==> config.mk <==
export PLATFORM = sky130hd
export DESIGN_NAME = div_rem_sgn_seq_flat
export DESIGN_NICKNAME = d
export VERILOG_FILES = /design/src/rtl/div_rem_sgn_seq_if.sv /design/src/rtl/div_rem_sgn_seq.sv /design/src/flat_wrapper.sv
export SDC_FILE = /design/constraint.sdc
export NUM_CORES = 1
export LEC_CHECK = 0
export CORE_UTILIZATION = 60
export DETAILED_ROUTE_END_ITERATION = 7
export HOLD_SLACK_MARGIN = 0.08
export PLACE_DENSITY = 0.94
export SYNTH_ARGS = -nofsm -noshare
export SYNTH_HDL_FRONTEND = slang
export SYNTH_SLANG_ARGS = --single-unit
==> constraint.sdc <==
create_clock -name clk_i -period 4.9 [get_ports clk_i]
set_input_delay 0.49 -clock clk_i [delete_from_list [all_inputs] [get_ports clk_i]]
set_output_delay 0.49 -clock clk_i [all_outputs]
set_load 0.1 [all_outputs]
==> src/rtl/div_rem_sgn_seq_if.sv <==
// Handshake bundle for the sequential signed divider: operand channel in, result channel out.
// The slave modport is the divider side; the master modport is the producer/consumer side.
interface div_rem_sgn_seq_if #(
  parameter int BW = 8
);
  localparam int WN = 2 * BW;
  localparam int WD = BW;

  logic          in_valid_i;
  logic          in_ready_o;
  logic [WN-1:0] n_i;
  logic [WD-1:0] d_i;
  logic          out_valid_o;
  logic          out_ready_i;
  logic [WN-1:0] q_o;
  logic [WD-1:0] r_o;
  logic          dz_o;
  logic          ovf_o;

  modport slave (
    input  in_valid_i, n_i, d_i, out_ready_i,
    output in_ready_o, out_valid_o, q_o, r_o, dz_o, ovf_o
  );

  modport master (
    output in_valid_i, n_i, d_i, out_ready_i,
    input  in_ready_o, out_valid_o, q_o, r_o, dz_o, ovf_o
  );
endinterface

==> src/rtl/div_rem_sgn_seq.sv <==
// Sequential signed divider: N = Q*D + R with truncation toward zero, one quotient bit per
// cycle via restoring division on magnitudes, signs and special cases applied in a fix-up state.
module div_rem_sgn_seq #(
  parameter int BW = 8
) (
  input  logic                 clk_i,
  input  logic                 rst_ni,
  div_rem_sgn_seq_if.slave     bus
);
  localparam int WN = 2 * BW;
  localparam int WD = BW;
  localparam int CW = $clog2(WN);

  typedef enum logic [1:0] {IDLE, CALC, FIX, DONE} state_t;

  state_t        r_state;
  logic [CW-1:0] r_cnt;
  logic [WN-1:0] r_n;
  logic [WD-1:0] r_d;
  logic [WD:0]   r_p;
  logic          r_sn;
  logic          r_sd;
  logic          r_dz;
  logic          r_ovf;
  logic          r_in_ready;
  logic          r_out_valid;
  logic [WN-1:0] r_q;
  logic [WD-1:0] r_r;
  logic          r_dz_o;
  logic          r_ovf_o;

  logic [WN-1:0] w_n_abs;
  logic [WD-1:0] w_d_abs;
  logic          w_ovf_in;
  logic [WD:0]   w_shift;
  logic [WD+1:0] w_diff;
  logic          w_ge;
  logic [WD-1:0] w_r_mag;

  // Magnitudes are unsigned, so the most negative operand maps onto 2^(width-1) correctly.
  assign w_n_abs  = bus.n_i[WN-1] ? -bus.n_i : bus.n_i;
  assign w_d_abs  = bus.d_i[WD-1] ? -bus.d_i : bus.d_i;
  assign w_ovf_in = (bus.n_i == {1'b1, {(WN-1){1'b0}}}) && (bus.d_i == {WD{1'b1}});

  // r_n doubles as the dividend shifter and the quotient accumulator.
  assign w_shift = {r_p[WD-1:0], r_n[WN-1]};
  assign w_diff  = {1'b0, w_shift} - {2'b00, r_d};
  assign w_ge    = ~w_diff[WD+1];
  assign w_r_mag = r_p[WD-1:0];

  always_ff @(posedge clk_i or negedge rst_ni) begin
    if (!rst_ni) begin
      r_state     <= IDLE;
      r_cnt       <= '0;
      r_n         <= '0;
      r_d         <= '0;
      r_p         <= '0;
      r_sn        <= 1'b0;
      r_sd        <= 1'b0;
      r_dz        <= 1'b0;
      r_ovf       <= 1'b0;
      r_in_ready  <= 1'b1;
      r_out_valid <= 1'b0;
      r_q         <= '0;
      r_r         <= '0;
      r_dz_o      <= 1'b0;
      r_ovf_o     <= 1'b0;
    end else begin
      case (r_state)
        IDLE: begin
          if (bus.in_valid_i) begin
            r_n        <= w_n_abs;
            r_d        <= w_d_abs;
            r_p        <= '0;
            r_sn       <= bus.n_i[WN-1];
            r_sd       <= bus.d_i[WD-1];
            r_dz       <= (bus.d_i == '0);
            r_ovf      <= w_ovf_in;
            r_cnt      <= CW'(WN - 1);
            r_in_ready <= 1'b0;
            r_state    <= CALC;
          end
        end
        CALC: begin
          r_p <= w_ge ? w_diff[WD:0] : w_shift;
          r_n <= {r_n[WN-2:0], w_ge};
          if (r_cnt == '0) begin
            r_state <= FIX;
          end else begin
            r_cnt <= r_cnt - 1'b1;
          end
        end
        FIX: begin
          if (r_dz) begin
            r_q     <= '1;
            r_r     <= '0;
            r_dz_o  <= 1'b1;
            r_ovf_o <= 1'b0;
          end else if (r_ovf) begin
            r_q     <= {1'b1, {(WN-1){1'b0}}};
            r_r     <= '0;
            r_dz_o  <= 1'b0;
            r_ovf_o <= 1'b1;
          end else begin
            r_q     <= (r_sn ^ r_sd) ? -r_n : r_n;
            r_r     <= r_sn ? -w_r_mag : w_r_mag;
            r_dz_o  <= 1'b0;
            r_ovf_o <= 1'b0;
          end
          r_out_valid <= 1'b1;
          r_state     <= DONE;
        end
        DONE: begin
          if (bus.out_ready_i) begin
            r_out_valid <= 1'b0;
            r_in_ready  <= 1'b1;
            r_state     <= IDLE;
          end
        end
        default: r_state <= IDLE;
      endcase
    end
  end

  assign bus.in_ready_o  = r_in_ready;
  assign bus.out_valid_o = r_out_valid;
  assign bus.q_o         = r_q;
  assign bus.r_o         = r_r;
  assign bus.dz_o        = r_dz_o;
  assign bus.ovf_o       = r_ovf_o;
endmodule

==> src/flat_wrapper.sv <==
// flat-port wrapper written by rule: the top's interface ports become plain ports
module div_rem_sgn_seq_flat 
#(
  parameter int BW = 8
)
  (clk_i, rst_ni, bus_in_valid_i, bus_n_i, bus_d_i, bus_out_ready_i, bus_in_ready_o, bus_out_valid_o, bus_q_o, bus_r_o, bus_dz_o, bus_ovf_o);
  div_rem_sgn_seq_if #(.BW(BW)) bus_i ();
  input  logic clk_i;
  input  logic rst_ni;
  input wire logic [$bits(bus_i.in_valid_i)-1:0] bus_in_valid_i;
  input wire logic [$bits(bus_i.n_i)-1:0] bus_n_i;
  input wire logic [$bits(bus_i.d_i)-1:0] bus_d_i;
  input wire logic [$bits(bus_i.out_ready_i)-1:0] bus_out_ready_i;
  output wire logic [$bits(bus_i.in_ready_o)-1:0] bus_in_ready_o;
  output wire logic [$bits(bus_i.out_valid_o)-1:0] bus_out_valid_o;
  output wire logic [$bits(bus_i.q_o)-1:0] bus_q_o;
  output wire logic [$bits(bus_i.r_o)-1:0] bus_r_o;
  output wire logic [$bits(bus_i.dz_o)-1:0] bus_dz_o;
  output wire logic [$bits(bus_i.ovf_o)-1:0] bus_ovf_o;
  assign bus_i.in_valid_i = bus_in_valid_i;
  assign bus_i.n_i = bus_n_i;
  assign bus_i.d_i = bus_d_i;
  assign bus_i.out_ready_i = bus_out_ready_i;
  assign bus_in_ready_o = bus_i.in_ready_o;
  assign bus_out_valid_o = bus_i.out_valid_o;
  assign bus_q_o = bus_i.q_o;
  assign bus_r_o = bus_i.r_o;
  assign bus_dz_o = bus_i.dz_o;
  assign bus_ovf_o = bus_i.ovf_o;
  div_rem_sgn_seq #(.BW(BW)) u_core (.clk_i(clk_i), .rst_ni(rst_ni), .bus(bus_i));
endmodule
==> impl_metrics.env <==
export IMPL_status="complete, no violations"
export IMPL_synth_cells=490
export IMPL_grt_max_degree=71
export IMPL_post_cts_buffers=0
export IMPL_worst_pin_slew_ns=0.984
export IMPL_cp_data_arrival_time_ns=2.80
export IMPL_synth_seq_cells=70
export IMPL_multiInputGateArea_um2=2290
export IMPL_final_min_clock_period_ns=2.54
export IMPL_slew_headroom_pct=34.2
export IMPL_synth_edf_count=0
export IMPL_synth_cell_type_count=47
export IMPL_num_rows=30
export IMPL_synth_nets=537
export IMPL_die_area_um2=7540
export IMPL_critPathSlowestCell="dfrtp_1"
export IMPL_critPathBufInv=0
export IMPL_syn_to_final_growth_pct=20.2
export IMPL_first_pass_iters=5
export IMPL_final_nets=585
export IMPL_finClkSkew_ns=0.00359
export IMPL_clock_latency_ns=0.34
export IMPL_path_max_fanout=10
export IMPL_antennaDiodeCount=0
export IMPL_cts_resized=0
export IMPL_cp_required_ns=5.16
export IMPL_grt_total_usage_pct=29.1
export IMPL_drive_above_1_share_pct=5.89
export IMPL_wl_per_cell_um=16.4
export IMPL_clock_sinks=70
export IMPL_final_common_cell="dfrtp_1"
export IMPL_cts_made_buffers=9
export IMPL_htree_levels=3
export IMPL_ys_top_cells_by_area="dfrtp_1 (40%), xor2_1 (5.9%), ha_1 (5.2%), o21ai_0 (5.1%), inv_1 (4.6%)"
export IMPL_grt_pass1_vias=3614
export IMPL_start_util_pct=62.9
export IMPL_cts_buffer_depth=2
export IMPL_cts_tree="yes"
export IMPL_wl_mm=10.5
export IMPL_ff2ff_setup_slack_ns=2.36
export IMPL_slowest_delay_ns=0.46
export IMPL_worstSetupPathType="flop to flop"
export IMPL_die_h_um=86.8
export IMPL_fillerInstances=499
export IMPL_drt_initial_drc_count=231
export IMPL_post_dp_cell_area_um2=4930
export IMPL_drc=0
export IMPL_synth_yosys_seq_area_share_pct=40.6
export IMPL_ff_latch_area_um2=1750
export IMPL_reg2reg_to="u_core.r_p[1]"
export IMPL_viasPerCell=5.93
export IMPL_fin_setup_tns_ns=0
export IMPL_critical_path_top_delay_family="compound AO/OA/AOI/OAI gates"
export IMPL_avgSynthCellArea_um2=8.81
export IMPL_cp_cell_sequence="ha_1 > a21oi_1 > o221ai_1 > nor2_2 > mux2_2 > o21ai_0"
export IMPL_grt_overflow=0
export IMPL_rr_worst_depth=6
export IMPL_crit_start="u_core.r_p[5]"
export IMPL_ant_nets=0
export IMPL_gp_congestion=0.959
export IMPL_fmax_ghz=0.394
export IMPL_final_cell_mix="dfrtp_1 (69), clkdlybuf4s50_1 (54), inv_1 (53)"
export IMPL_reg2reg_from="u_core.r_p[5]"
export IMPL_synthFlopType="dfrtp_1"
export IMPL_async_flop_share_pct=100
export IMPL_crit_path_start_kind="flop"
export IMPL_maxSlewViolCount=0
export IMPL_worstSetupEndpointType="flop"
export IMPL_grt_pass1_wl_mm=17.0
export IMPL_crit_path_end="u_core.r_p[1]"
export IMPL_hold_viol_final=0
export IMPL_clk_pin_slew_worst_paths_ns=0.08
export IMPL_ys_warn_count=0
export IMPL_setup_violations=0
export IMPL_port_buffers=55
export IMPL_hp_class="input port to asynchronous set/reset pin"
export IMPL_synth_top_area_share_pct=40.0
export IMPL_clockRootBuffer="clkbuf_8"
export IMPL_syn_area_um2=4320
export IMPL_die_width_um=86.8
export IMPL_antenna_found_initial=0
export IMPL_cp_num_cells=6
export IMPL_cts_hold_buf=0
export IMPL_final_area_um2=5190
export IMPL_fin_crit_sh_pct=51.8
export IMPL_post_dp_hpwl_mm=7.40
export IMPL_num_vias=3792
export IMPL_grt_setup_unrepaired="no"
export IMPL_synth_top_area_cell="dfrtp_1"
export IMPL_ioPinCount=56
export IMPL_maxCapViolations=0
export IMPL_coreArea_um2=6870
-- Yosys cell counts, drive strengths merged, types with 12 or more instances --
master  number
dfrtp       69
inv         53
nand2       48
o21ai       46
a21oi       38
xor2        29
nor2        28
clkbuf      18
ha          18
xnor2       14
o221ai      13
mux2i       12
o31ai       12
-- worst reg2reg max path: stages, from the launching register on --
cell      delay [ns]
dfrtp_1         0.46
ha_1            0.43
a21oi_1         0.36
o221ai_1        0.23
nor2_2          0.45
mux2_2          0.40
o21ai_0         0.14
-- kinds of logic after synthesis --
| kind of cell | Yosys count | synth area share (%) |
|---|---|---|
| compound gates | 140 | 20.1 |
| xor+xnor | 43 | 8.72 |
| fa+ha+maj | 19 | 5.68 |
| buf+inv | 74 | 6.52 |
| flops | 70 | 40.6 |
| mux | 14 | 3.30 |
| simple gates | 130 | 15.1 |
-- metal layers --
layer,up-vias,share of wire [%],global-route usage (%)
met4,0,2.4,13.8
met3,29,5.0,4.38
met5,-,0,0
li1,1813,-,-
met2,150,50,49.0
met1,1800,43,37.0
-- area by class of cell --
type	instances	share of cell area [%]
timing repair buffer	58	10.9
clock buffer	10	2.46
sequential	70	33.8
tap	96	2.31
clock inverter	6	2.58
multi-input combinational	346	44.1
inverter	53	3.83
-- per-stage QoR --
stage | cells | utilization [%] | setup slack [ns] | hold slack, ns
detailed placement | 623 | 71.7 | 2.33 | 0.472
global route | 639 | 75.5 | 2.23 | 0.393
finish | 639 | 75.5 | 2.36 | 0.330
floorplan | 490 | - | 2.70 | 0.194
CTS | 639 | 75.5 | 2.38 | 0.366
global placement | 623 | 71.7 | 2.36 | 0.462
-- sequential cells by signal, summed over array words and instances, names as in the netlist, 2 cells and up --
signal	count
u_core.r_n	16
u_core.r_p	8
u_core.r_d	8
u_core.bus.r_o	8
u_core.bus.q_o	16
u_core.r_cnt	4
u_core.r_state	2
-- how the worst min path moves through the flow --
stage,start,endpoint,slack [ns],cells after the start
detailed placement,u_core.r_d[5],u_core.r_d[5],0.47,2
global route,rst_ni,u_core.bus.q_o[4],0.39,2
global placement,u_core.r_d[3],u_core.r_d[3],0.46,2
floorplan,rst_ni,u_core.bus.dz_o,0.19,0
finish,rst_ni,u_core.bus.q_o[6],0.33,2
CTS,rst_ni,u_core.bus.q_o[4],0.37,2
Power is not shown: default switching activity piles up to over one toggle a cycle in this logic, so the estimate is an artifact.
